--- src/rtl/rtc_pkg.sv ---
// Shared types and constants for the real-time-clock display path:
// FSM states, digit codes, active-low segment and anode patterns.
package rtc_pkg;

  typedef enum logic [1:0] {
    ST_IDLE   = 2'd0,
    ST_ADJ    = 2'd1,
    ST_SHIFT  = 2'd2,
    ST_COMMIT = 2'd3
  } state_e;

  localparam int         DIGIT_W = 4;
  localparam logic [3:0] BLANK   = 4'hF;

  // Segment order is {g,f,e,d,c,b,a}, a lit segment is 0
  localparam logic [6:0] SEG_0     = 7'b1000000;
  localparam logic [6:0] SEG_1     = 7'b1111001;
  localparam logic [6:0] SEG_2     = 7'b0100100;
  localparam logic [6:0] SEG_3     = 7'b0110000;
  localparam logic [6:0] SEG_4     = 7'b0011001;
  localparam logic [6:0] SEG_5     = 7'b0010010;
  localparam logic [6:0] SEG_6     = 7'b0000010;
  localparam logic [6:0] SEG_7     = 7'b1111000;
  localparam logic [6:0] SEG_8     = 7'b0000000;
  localparam logic [6:0] SEG_9     = 7'b0010000;
  localparam logic [6:0] SEG_BLANK = 7'b1111111;

  localparam logic [3:0] AN_D0  = 4'b1110;
  localparam logic [3:0] AN_D1  = 4'b1101;
  localparam logic [3:0] AN_D2  = 4'b1011;
  localparam logic [3:0] AN_D3  = 4'b0111;
  localparam logic [3:0] AN_OFF = 4'b1111;

  // Double-dabble correction step for one BCD nibble
  function automatic logic [3:0] adj3(input logic [3:0] n);
    logic [3:0] r;
    if (n >= 4'd5) begin
      r = n + 4'd3;
    end else begin
      r = n;
    end
    return r;
  endfunction

endpackage

--- src/rtl/seg7_decode.sv ---
// Combinational BCD digit to active-low 7-segment decoder; any code
// outside 0-9 (including BLANK) turns every segment off.
module seg7_decode
  import rtc_pkg::*;
(
  input  logic [DIGIT_W-1:0] digit,
  output logic [6:0]         seg
);

  // Digit lookup
  always_comb begin
    seg = SEG_BLANK;
    case (digit)
      4'd0:    seg = SEG_0;
      4'd1:    seg = SEG_1;
      4'd2:    seg = SEG_2;
      4'd3:    seg = SEG_3;
      4'd4:    seg = SEG_4;
      4'd5:    seg = SEG_5;
      4'd6:    seg = SEG_6;
      4'd7:    seg = SEG_7;
      4'd8:    seg = SEG_8;
      4'd9:    seg = SEG_9;
      default: seg = SEG_BLANK;
    endcase
  end

endmodule

--- src/rtl/rtc_seg_display.sv ---
// Display stage of the real-time clock: snapshots seconds/minutes on each
// 1 Hz tick, converts seconds to BCD and scans a 4-digit 7-segment display.
module rtc_seg_display
  import rtc_pkg::*;
#(
  parameter int SCAN_DIV  = 125000,
  parameter int BLINK_DIV = 31250000
) (
  input  logic       clk_125MHz,
  input  logic       rst,
  input  logic       clk_1Hz,
  input  logic [5:0] count,
  input  logic [1:0] min,
  input  logic       done,
  output logic [3:0] an,
  output logic [6:0] seg,
  output logic       dp,
  output logic       busy
);

  localparam int SCAN_W  = (SCAN_DIV > 1) ? $clog2(SCAN_DIV) : 1;
  localparam int BLINK_W = (BLINK_DIV > 1) ? $clog2(BLINK_DIV) : 1;

  logic               sync1_r, sync2_r, sync3_r, init_r;
  logic               req_s;
  state_e             state_r;
  logic [13:0]        shreg_r;
  logic [2:0]         shift_cnt_r;
  logic [1:0]         min_q_r;
  logic               pending_r;
  logic               busy_r;
  logic [DIGIT_W-1:0] d0_r, d1_r, d2_r, d3_r;
  logic [SCAN_W-1:0]  scan_cnt_r;
  logic [1:0]         idx_r;
  logic [BLINK_W-1:0] blink_cnt_r;
  logic               phase_r;
  logic [DIGIT_W-1:0] cur_digit_s;
  logic [3:0]         cur_an_s;
  logic [6:0]         cur_seg_s;
  logic [3:0]         an_r;
  logic [6:0]         seg_r;
  logic               dp_r;

  // init_r makes the first cycle out of reset look like a tick
  assign req_s = (sync2_r & ~sync3_r) | init_r;

  // Tick synchronizer and edge-detect history
  always_ff @(posedge clk_125MHz) begin
    if (rst) begin
      sync1_r <= 1'b0;
      sync2_r <= 1'b0;
      sync3_r <= 1'b0;
      init_r  <= 1'b1;
    end else begin
      sync1_r <= clk_1Hz;
      sync2_r <= sync1_r;
      sync3_r <= sync2_r;
      init_r  <= 1'b0;
    end
  end

  // Snapshot and shift-add-3 conversion FSM
  always_ff @(posedge clk_125MHz) begin
    if (rst) begin
      state_r     <= ST_IDLE;
      shreg_r     <= 14'd0;
      shift_cnt_r <= 3'd0;
      min_q_r     <= 2'd0;
      pending_r   <= 1'b0;
      busy_r      <= 1'b0;
      d0_r        <= 4'd0;
      d1_r        <= 4'd0;
      d2_r        <= 4'd0;
      d3_r        <= 4'd0;
    end else begin
      case (state_r)
        ST_IDLE: begin
          if (req_s || pending_r) begin
            shreg_r     <= {8'd0, count};
            min_q_r     <= min;
            shift_cnt_r <= 3'd0;
            pending_r   <= 1'b0;
            busy_r      <= 1'b1;
            state_r     <= ST_ADJ;
          end else begin
            busy_r      <= 1'b0;
          end
        end
        ST_ADJ: begin
          shreg_r <= {adj3(shreg_r[13:10]), adj3(shreg_r[9:6]), shreg_r[5:0]};
          if (req_s) pending_r <= 1'b1;
          state_r <= ST_SHIFT;
        end
        ST_SHIFT: begin
          shreg_r <= {shreg_r[12:0], 1'b0};
          if (req_s) pending_r <= 1'b1;
          if (shift_cnt_r == 3'd5) begin
            state_r <= ST_COMMIT;
          end else begin
            shift_cnt_r <= shift_cnt_r + 3'd1;
            state_r     <= ST_ADJ;
          end
        end
        ST_COMMIT: begin
          d0_r      <= shreg_r[9:6];
          d1_r      <= shreg_r[13:10];
          d2_r      <= {2'b00, min_q_r};
          d3_r      <= BLANK;
          // A pending tick keeps busy high straight into the next capture
          pending_r <= pending_r | req_s;
          busy_r    <= pending_r | req_s;
          state_r   <= ST_IDLE;
        end
        default: begin
          state_r <= ST_IDLE;
          busy_r  <= 1'b0;
        end
      endcase
    end
  end

  // Digit scan timer and index
  always_ff @(posedge clk_125MHz) begin
    if (rst) begin
      scan_cnt_r <= '0;
      idx_r      <= 2'd0;
    end else if (scan_cnt_r == SCAN_W'(SCAN_DIV - 1)) begin
      scan_cnt_r <= '0;
      idx_r      <= idx_r + 2'd1;
    end else begin
      scan_cnt_r <= scan_cnt_r + SCAN_W'(1);
    end
  end

  // Blink phase timer, held clear whenever done is low
  always_ff @(posedge clk_125MHz) begin
    if (rst || !done) begin
      blink_cnt_r <= '0;
      phase_r     <= 1'b0;
    end else if (blink_cnt_r == BLINK_W'(BLINK_DIV - 1)) begin
      blink_cnt_r <= '0;
      phase_r     <= ~phase_r;
    end else begin
      blink_cnt_r <= blink_cnt_r + BLINK_W'(1);
    end
  end

  // Current digit and anode selection
  always_comb begin
    cur_digit_s = d0_r;
    cur_an_s    = AN_D0;
    case (idx_r)
      2'd0:    begin cur_digit_s = d0_r; cur_an_s = AN_D0; end
      2'd1:    begin cur_digit_s = d1_r; cur_an_s = AN_D1; end
      2'd2:    begin cur_digit_s = d2_r; cur_an_s = AN_D2; end
      2'd3:    begin cur_digit_s = d3_r; cur_an_s = AN_D3; end
      default: begin cur_digit_s = BLANK; cur_an_s = AN_OFF; end
    endcase
  end

  seg7_decode u_dec (
    .digit (cur_digit_s),
    .seg   (cur_seg_s)
  );

  // Registered display outputs
  always_ff @(posedge clk_125MHz) begin
    if (rst) begin
      an_r  <= AN_OFF;
      seg_r <= SEG_BLANK;
      dp_r  <= 1'b1;
    end else begin
      an_r  <= (done && phase_r) ? AN_OFF : cur_an_s;
      seg_r <= cur_seg_s;
      dp_r  <= (idx_r != 2'd2);
    end
  end

  assign an   = an_r;
  assign seg  = seg_r;
  assign dp   = dp_r;
  assign busy = busy_r;

endmodule

--- config.mk ---
export PLATFORM = sky130hd
export DESIGN_NAME = rtc_seg_display
export DESIGN_NICKNAME = d
export VERILOG_FILES = /design/src/rtl/rtc_pkg.sv /design/src/rtl/seg7_decode.sv /design/src/rtl/rtc_seg_display.sv
export SDC_FILE = /design/constraint.sdc
export NUM_CORES = 1
export LEC_CHECK = 0
export BUFFER_PORTS_ARGS = -buffer_cell sky130_fd_sc_hd__buf_2
export CAP_MARGIN = 20
export CORE_ASPECT_RATIO = 0.7
export CORE_MARGIN = 3
export CORE_UTILIZATION = 50
export CTS_BUF_LIST = sky130_fd_sc_hd__clkbuf_8 sky130_fd_sc_hd__clkbuf_16
export DETAILED_ROUTE_END_ITERATION = 8
export GPL_ROUTABILITY_DRIVEN = 0
export GPL_TIMING_DRIVEN = 1
export PLACE_DENSITY = 0.73
export SYNTH_ARGS = -nofsm -noshare
export SYNTH_HDL_FRONTEND = slang
export SYNTH_SLANG_ARGS = --single-unit
--- constraint.sdc ---
create_clock -name clk_125MHz -period 2 [get_ports clk_125MHz]
set_input_delay 0.1 -clock clk_125MHz [delete_from_list [all_inputs] [get_ports clk_125MHz]]
set_output_delay 0.1 -clock clk_125MHz [all_outputs]
set_load 0.02 [all_outputs]
# After elaboration in Yosys (flattened, before gate mapping)
# Memory sizes are Yosys's and may differ from the RTL's. A register that Yosys moved wholly into a read port is not among the register bits.
# Cells that the tools add are included.
# word_totals
mem_bits_ro	112
input_bits	12
mem_count	1
out_inout_bits	13
ff_bits	88
word_cells	89
# classes
addsub	6
n_eq_ne	15
n_reduce_logical	19
n_bitwise	6
muxes	18
magnitude_cmp	2
# mem_list
memory	words	width	rd	rd_ports_with_merged_regs	write_ports	line	source
(no name shown)	16	7	1	1	0	seg7_decode.sv:13	case (digit)
# ops
op	n
one-hot mux 14 bit (3 select lines)	1
one-hot mux 4 bit (4 select lines)	2
adder 25 x 1 -> 25 bit (second input constant)	1
== test 25 bit (second input constant)	1
adder 17 x 1 -> 17 bit (second input constant)	1
== test 17 bit (second input constant)	1
2-to-1 mux 14 bit	1
AND reduction 3 bit	4
!= test 2 bit (second input constant)	5
adder 4 x 2 -> 4 bit (second input constant)	2
== test 2 bit (second input constant)	4
>= comparator 4 x 3 -> 1 bit (second input constant)	2
2-to-1 mux 4 bit	2
one-hot mux 2 bit (4 select lines)	1
OR reduction 2 bit	4
2-to-1 mux 3 bit	2
one-hot mux 3 bit (2 select lines)	1
== test 2 x 1 -> 1 bit (second input constant)	2
zero test 2 bit	2
2-to-1 mux 1 bit	4
2-to-1 mux 2 bit	2
AND reduction 2 bit	2
nonzero test 2 bit	2
adder 3 x 1 -> 3 bit (second input constant)	1
other kinds (12)	16

# Longest topological paths before layout
# Gate-level depths: netlist of the first run.
# depth
ltp_word	6
depth_mapped	9
ltp_nobuf	8

# Hierarchy
# From an unflattened synthesis of the first run, not the netlist that was laid out.
# hier_totals
hier_cells	519
hier_area_um2	4523.1
# modules_own_cells
module	seq_area_each_um2	n_inst	cells_each	area_per_inst_um2
rtc_seg_display	1901.8	1	486	4312.9
seg7_decode	0.0	1	33	210.2

# Worst setup path after synthesis of the first run
# No wires, ideal clock.
# synth_timing
kind	reg-to-reg
startpoint	register state_r[0]
endpoint	register shreg_r[10]
arrival_time_ps	1821
path_slack_ps	58
t_required_ps	1879
stages_incl_launch_ff	7
setup_time_ps	121
period_less_slack_ps	1942
path_buffers	0
cell_sequence	dfxtp_1 inv_1 ha_1 inv_1 o41ai_2 or2_2 mux2_2
# synth_between
elab_chain_cells	3
elab_cells_between_ends	8
classes_between	eq/ne: 4; mux: 1; reduce/logical: 3
# synth_lines
element	line	source
start: declaration	rtc_seg_display.sv:26	state_e state_r;
start signal: assignment	rtc_seg_display.sv:65	state_r <= ST_IDLE;
start signal: assignment	rtc_seg_display.sv:84	state_r <= ST_ADJ;
start signal: assignment	rtc_seg_display.sv:92	state_r <= ST_SHIFT;
== test 2 x 1 -> 1 bit (tied with other cells)	rtc_seg_display.sv:76	case (state_r)
!= test 2 bit (no source line) / nonzero test 3 bit (equally long branches)	--	
AND reduction 3 bit (no source line)	--	
end signal: assignment	rtc_seg_display.sv:79	shreg_r <= {8'd0, count};
end signal: assignment	rtc_seg_display.sv:90	shreg_r <= {adj3(shreg_r[13:10]), adj3(shreg_r[9:6]), shreg_r[5:0]};
end signal: assignment	rtc_seg_display.sv:95	shreg_r <= {shreg_r[12:0], 1'b0};
end: declaration	rtc_seg_display.sv:27	logic [13:0] shreg_r;
# Several ways; a longest one is shown, not always the timed one.
# A chain may end at the register's enable or synchronous reset.

# Final worst setup path of the first run
# layout_timing
startpoint	register idx_r[1]
endpoint	register seg_r[6] (netlist: seg[6])
# layout_between
elab_chain_cells	2
elab_cells_between_ends	5
classes_between	eq/ne: 3; mux: 1; reduce/logical: 1
# layout_lines
element	line	source
start: declaration	rtc_seg_display.sv:34	logic [1:0] idx_r;
start signal: assignment	rtc_seg_display.sv:129	idx_r <= idx_r + 2'd1;
== test 2 bit (tied with other cells)	rtc_seg_display.sv:152	case (idx_r)
one-hot mux 4 bit (4 select lines) *	rtc_seg_display.sv:152	
end: declaration	rtc_seg_display.sv:41	logic [6:0] seg_r;
# Mark *: on every way between the ends. The rest lies on a longest branch, timed or not.

==> results of run 1 <==
-- area by class of cell --
type                    instances  area [sq um]
inverters                      22         82.58
clock buffers                   9         225.2
clock inverters                 7         41.29
repair buffers                 51         350.3
well taps                     120         150.1
fillers                       718          3319
flip-flops and latches         95          1907
multi-input cells             372          2507
-- per-stage QoR --
stage	instances	total power [W]	cell area [sq um]	TNS, ns
after floorplan	510	0.002574	4494	0
after global placement	655	0.002758	4866	0
final	676	0.004347	5264	0
after CTS	674	0.004344	5162	0
after global routing	676	0.004535	5264	-0.003898
after detailed placement	655	0.002786	4866	-0.08373
-- worst paths after layout --
path,to,from,cells past startpoint
worst max register to register,seg[6],idx_r[1],8
worst min register to register,scan_cnt_r[0],scan_cnt_r[0],1
worst min-delay path,shreg_r[0],count[0],3
worst max-delay path,seg[6],idx_r[1],8
-- cell usage after synthesis, drive strengths merged (2+ instances only) --
master / number / area share (%)
a211oi: 3 / 0.50
a21oi: 23 / 2.6
a22oi: 9 / 1.5
a311oi: 5 / 0.97
a31oi: 2 / 0.28
a32oi: 3 / 0.58
and3: 6 / 0.86
and4: 3 / 0.61
buf: 5 / 0.64
clkbuf: 16 / 1.3
dfxtp: 95 / 42
ha: 20 / 5.6
inv: 22 / 1.8
mux2: 2 / 0.50
mux2i: 13 / 2.9
nand2: 27 / 2.3
nand2b: 11 / 1.5
nand3: 29 / 3.3
nand4: 17 / 2.5
nor2: 69 / 5.8
nor2b: 6 / 0.84
nor3: 6 / 0.67
nor4: 7 / 0.97
nor4b: 3 / 0.58
o21a: 2 / 0.33
o21ai: 19 / 2.2
o21bai: 3 / 0.50
o31ai: 13 / 2.2
o41ai: 5 / 1.1
or2: 2 / 0.28
or3: 7 / 1.1
or3b: 2 / 0.39
or4: 13 / 2.2
or4b: 2 / 0.45
xnor2: 16 / 3.1
xor2: 12 / 2.3
-- repair_timing --
action,CTS,global route
setup endpoints to repair,2,15
endpoints found under the hold margin,1,0
buffers inserted,2,2
hold buffers,1,0
pin swaps,1,5
gates resized for setup,2,25
-- report_power, final --
group          total (W)  internal [W]  leakage [nW]  switching [W]
Sequential       0.00205       0.00198         0.774      0.0000702
Combinational   0.000737      0.000313         0.934       0.000424
Clock            0.00156      0.000833         0.134       0.000726
Total            0.00435       0.00313          1.84        0.00122
-- cells by family after synthesis --
logic type | after synthesis | synth area share [%]
simple gates | 213 | 24.89
mux | 15 | 3.396
xor+xnor | 28 | 5.456
compound gates | 96 | 14.56
buf+inv | 43 | 3.814
fa+ha+maj | 20 | 5.568
flops | 95 | 42.32
-- sequential cells by signal (all words and copies together), names as in the netlist --
| name | cells |
|---|---|
| dp | 1 |
| busy | 1 |
| sync3_r | 1 |
| sync1_r | 1 |
| scan_cnt_r | 17 |
| seg | 7 |
| d0_r | 4 |
| init_r | 1 |
| pending_r | 1 |
| an | 4 |
| d2_r | 2 |
| shreg_r | 14 |
| d3_r | 1 |
| sync2_r | 1 |
| phase_r | 1 |
| idx_r | 2 |
| blink_cnt_r | 25 |
| d1_r | 4 |
| shift_cnt_r | 3 |
| min_q_r | 2 |
| state_r | 2 |
-- critical path, cell delays in order (launching register included) --
cell and delay, ns:
dfxtp_2 0.36, inv_2 0.06, ha_4 0.16, a222oi_1 0.36, mux2i_1 0.19, buf_4 0.18, ha_1 0.20, nor3_2 0.14
a22oi_1 0.11
-- layer usage --
metal / track usage, % / part of all wire, %
met5: 0 / 0
met4: 7.277 / 2.0
met3: 4.797 / 6.2
met2: 28.55 / 42
met1: 27.67 / 50
==> metrics.yaml, run 1 <==
global_route:
  antenna_found_initial: 0
  grt-ovfl-total: 0
  grt_usage_pct: 19.44
  grt_pass1_vias: 3479
  grt_pass1_wl_um: 16300
  grt_max_degree: 42
sta:
  slew_headroom_pct: 65.49
  clock_skew_ns: 0.01095
  fin_crit_sh_pct: 94.71
  hold_viol_final: 0
  clock.fmax_mhz: 527.9
  slew_violations: 0
  min_period_ns: 1.894
  worst_pin_slew_ns: 0.5133
  whs_ns: 0.01364
  layout_setup_ws_ns: 0.1059
  setup_violations: 0
layout:
  nets: 583
  layout_commonest_cell: "dfxtp_1"
  syn_to_final_growth_pct: 17.12
  final_util_pct: 61.33
  antenna_cells: 0
  drive_gt1_share_pct: 17.27
  layout_common_cells: "dfxtp_1 (93), nor2_1 (69), nand3_1 (28)"
routing:
  wl_um: 9918
  drt_first_pass_iters: 5
  drc_errors: 0
  num_vias: 3930
  viasPerCell: 5.814
  drt_iter0_markers: 318
  wl_per_cell_um: 14.67
  antenna_left: 0
synth:
  ys_ff_latch: 95
  avgSynthCellArea_sq_um: 8.812
  ys_warn_count: 0
  synth_nets: 542
  synth_ff_type: "dfxtp_1"
  seq_area_frac_synth_pct: 42.32
  synth_edf_count: 0
  syn_area_sq_um: 4494
  synth_cell_type_count: 61
  synthArstFlopShare_pct: 0
  synthCells: 510
die:
  die_w_um: 119.3
  start_util_pct: 52.36
  num_rows: 28
  pin_count: 25
  core_area_sq_um: 8583
  die-area_sq_um: 10180
  die_h_um: 85.32
clock_tree:
  clk_latency_ns: 0.35
  cts_tree: "built"
  clockRootBuffer: "clkbuf_16"
  numCtsBuffers: 9
  cts.path.max_buffers: 2
  clk_pin_slew_ns: 0.07
  htree_levels: 3
  clock_sinks: 95
setup_path:
  rrSetupSlack_ns: 0.11
  setup.worst_path.end_class: "register"
  cp-start-kind: "register"
  cp.arrival_ns: 2.12
  crit_required_ns: 2.23
  critPathKind: "reg -> reg"
  cp_max_fo: 4
place:
  port_buffers: 24
  place_hpwl_um: 6760
  place_ws_ns: -0.08373
run_status:
  status: "finished, final reports clean"
power_and_ir_drop:
  leakagePower_nw: 1.842
  vdd_drop_max_mv: 0.4893
  power.density_nw_per_um2: 825.9
job:
  max_cap_viol_count: 0
min_path:
  hold_path.class: "in -> reg"
(Power assumes the default switching activity.)
==> run 2: changes to the inputs <==
- PLACE_DENSITY: 0.73 -> 0.7
- clock period: 2 -> 2.4 ns (I/O delays scaled with it)
==> metrics.yaml, run 2 (same netlist as run 1, synthesis figures left out) <==
clock_tree:
  numCtsBuffers: 9
  clk_latency_ns: 0.34
  cts_tree: "built"
  clockRootBuffer: "clkbuf_16"
  clk_pin_slew_ns: 0.06
  cts_hold_buf: 0
  clock_sinks: 95
  cts.path.max_buffers: 2
  htree_levels: 3
setup_path:
  critPathKind: "reg -> reg"
  cp_cell_sequence: "inv_1 > ha_1 > a222oi_1 > mux2i_1 > ha_1 > nor3_1 > a22oi_1"
  r2r_cells: 7
  rrSetupSlack_ns: 0.20
  cp_common_cell: "ha_1"
  cp-start-kind: "register"
  cp_max_fo: 5
  r2r_start: "idx_r[1]"
  r2r_end: "seg[6]"
  cp.arrival_ns: 2.41
  crit_path_start: "idx_r[1]"
  critPathMaxStageDelay_ns: 0.44
  crit_required_ns: 2.60
  critPathSlowestCell: "a222oi_1"
  setup.worst_path.end_class: "register"
routing:
  wl_met1_um: 4916
  wl_um: 9248
  dr_wl_met2_um: 3793
  wl_per_cell_um: 14.10
  num_vias: 3651
  drt_first_pass_iters: 4
  wl_met3_um: 434
  viasPerCell: 5.566
  top_layer_used: "met4"
  drc_errors: 0
  drt_iter0_markers: 295
  antenna_left: 0
sta:
  clock_skew_ns: 0.007248
  slew_headroom_pct: 52.30
  grt_setup_unrepaired: "no"
  worst_pin_slew_ns: 0.7154
  fin_crit_sh_pct: 91.84
  setup_violations: 0
  setup_tns_ns: 0
  slew_violations: 0
  hold_viol_final: 0
  clock.fmax_mhz: 453.7
  min_period_ns: 2.204
die:
  die-area_sq_um: 10180
  start_util_pct: 52.36
  die_h_um: 85.32
  num_rows: 28
  pin_count: 25
  die_w_um: 119.3
  core_area_sq_um: 8583
global_route:
  grt_max_degree: 42
  grt_pass1_vias: 3303
  grt_pass1_wl_um: 15900
  antenna_found_initial: 0
  grt-ovfl-total: 0
  grt_usage_pct: 19.12
run_status:
  status: "finished, final reports clean"
place:
  place_hpwl_um: 6671
  port_buffers: 24
  dpl_cell_area_sq_um: 4736
  dp.cells: 641
layout:
  largest_register: "blink_cnt_r"
  nFillCells: 766
  largest_reg_flops: 25
  instances_no_fill: 656
  nets: 564
  stdcell_area_sq_um: 5027
  antenna_cells: 0
  reg_top3: "blink_cnt_r x25, scan_cnt_r x17, shreg_r x14"
  layout_common_cells: "dfxtp_1 (95), nor2_1 (69), nand3_1 (28)"
  layout_commonest_cell: "dfxtp_1"
  syn_to_final_growth_pct: 11.86
  drive_gt1_share_pct: 11.19
power_and_ir_drop:
  vdd_drop_max_mv: 0.3929
  power.density_nw_per_um2: 721.2
  leakagePower_nw: 1.740
min_path:
  hold_path.class: "in -> reg"
  hold_end: "sync1_r"
  min-delay-start: "clk_1Hz"
  hold_depth: 2
job:
  max_cap_viol_count: 0
## run 2: metal layers
layer	track usage, %	vias to the layer above
li1	-	1885
met1	28.57	1685
met2	26.55	72
met3	5.330	9
met4	5.925	0
met5	0	-
## run 2: worst max-delay path by stage
stage / slack, ns / to / cells after the start
after floorplan: 0.46 / shreg_r[10] / 6
final: 0.20 / seg[6] / 7
after CTS: 0.13 / shreg_r[11] / 6
after global routing: 0.02 / seg[1] / 7
after detailed placement: 0.13 / shreg_r[11] / 6
after global placement: 0.28 / shreg_r[10] / 6
## run 2: what timing repair did
| item | 4_1_cts | 5_1_grt |
|---|---|---|
| setup endpoints to repair | 0 | 3 |
| buffers inserted | 0 | 0 |
| gates resized for setup | 0 | 1 |
## run 2: through the flow
step	hold WS (ns)	power [W]	setup WS [ns]	utilization (%)
finish	0.01586	0.003626	0.1960	58.57
global route	0.009148	0.003795	0.02428	58.57
CTS	0.01365	0.003647	0.1268	58.44
global placement	0.3393	0.002260	0.2841	55.17
floorplan	0.1477	0.002145	0.4584	-
detailed placement	0.3683	0.002286	0.1282	55.17
## run 2: worst max-delay path, delay by kind of cell (launching register included)
family                   cells  cell delay, ns
AND/OR/NAND/NOR              1            0.28
multiplexers                 1            0.25
buffers and inverters        1            0.07
flip-flops                   1            0.37
AO/OA/AOI/OAI                2            0.57
adder cells (fa/ha/maj)      2            0.52
## run 2: layout make-up
cell class | instances | area [sq um] | area share, %
clock buffers | 9 | 225.2 | 4.480
clock inverters | 6 | 55.05 | 1.095
inverters | 22 | 82.58 | 1.643
multi-input cells | 372 | 2432 | 48.38
flip-flops and latches | 95 | 1902 | 37.83
well taps | 120 | 150.1 | 2.987
repair buffers | 32 | 180.2 | 3.584
## run 2: where the power goes
group	internal (W)	total [W]	switching, W
registers	0.00165	0.00171	0.0000565
clock network	0.000790	0.00136	0.000571
logic	0.000226	0.000557	0.000330
total	0.00267	0.00363	0.000958
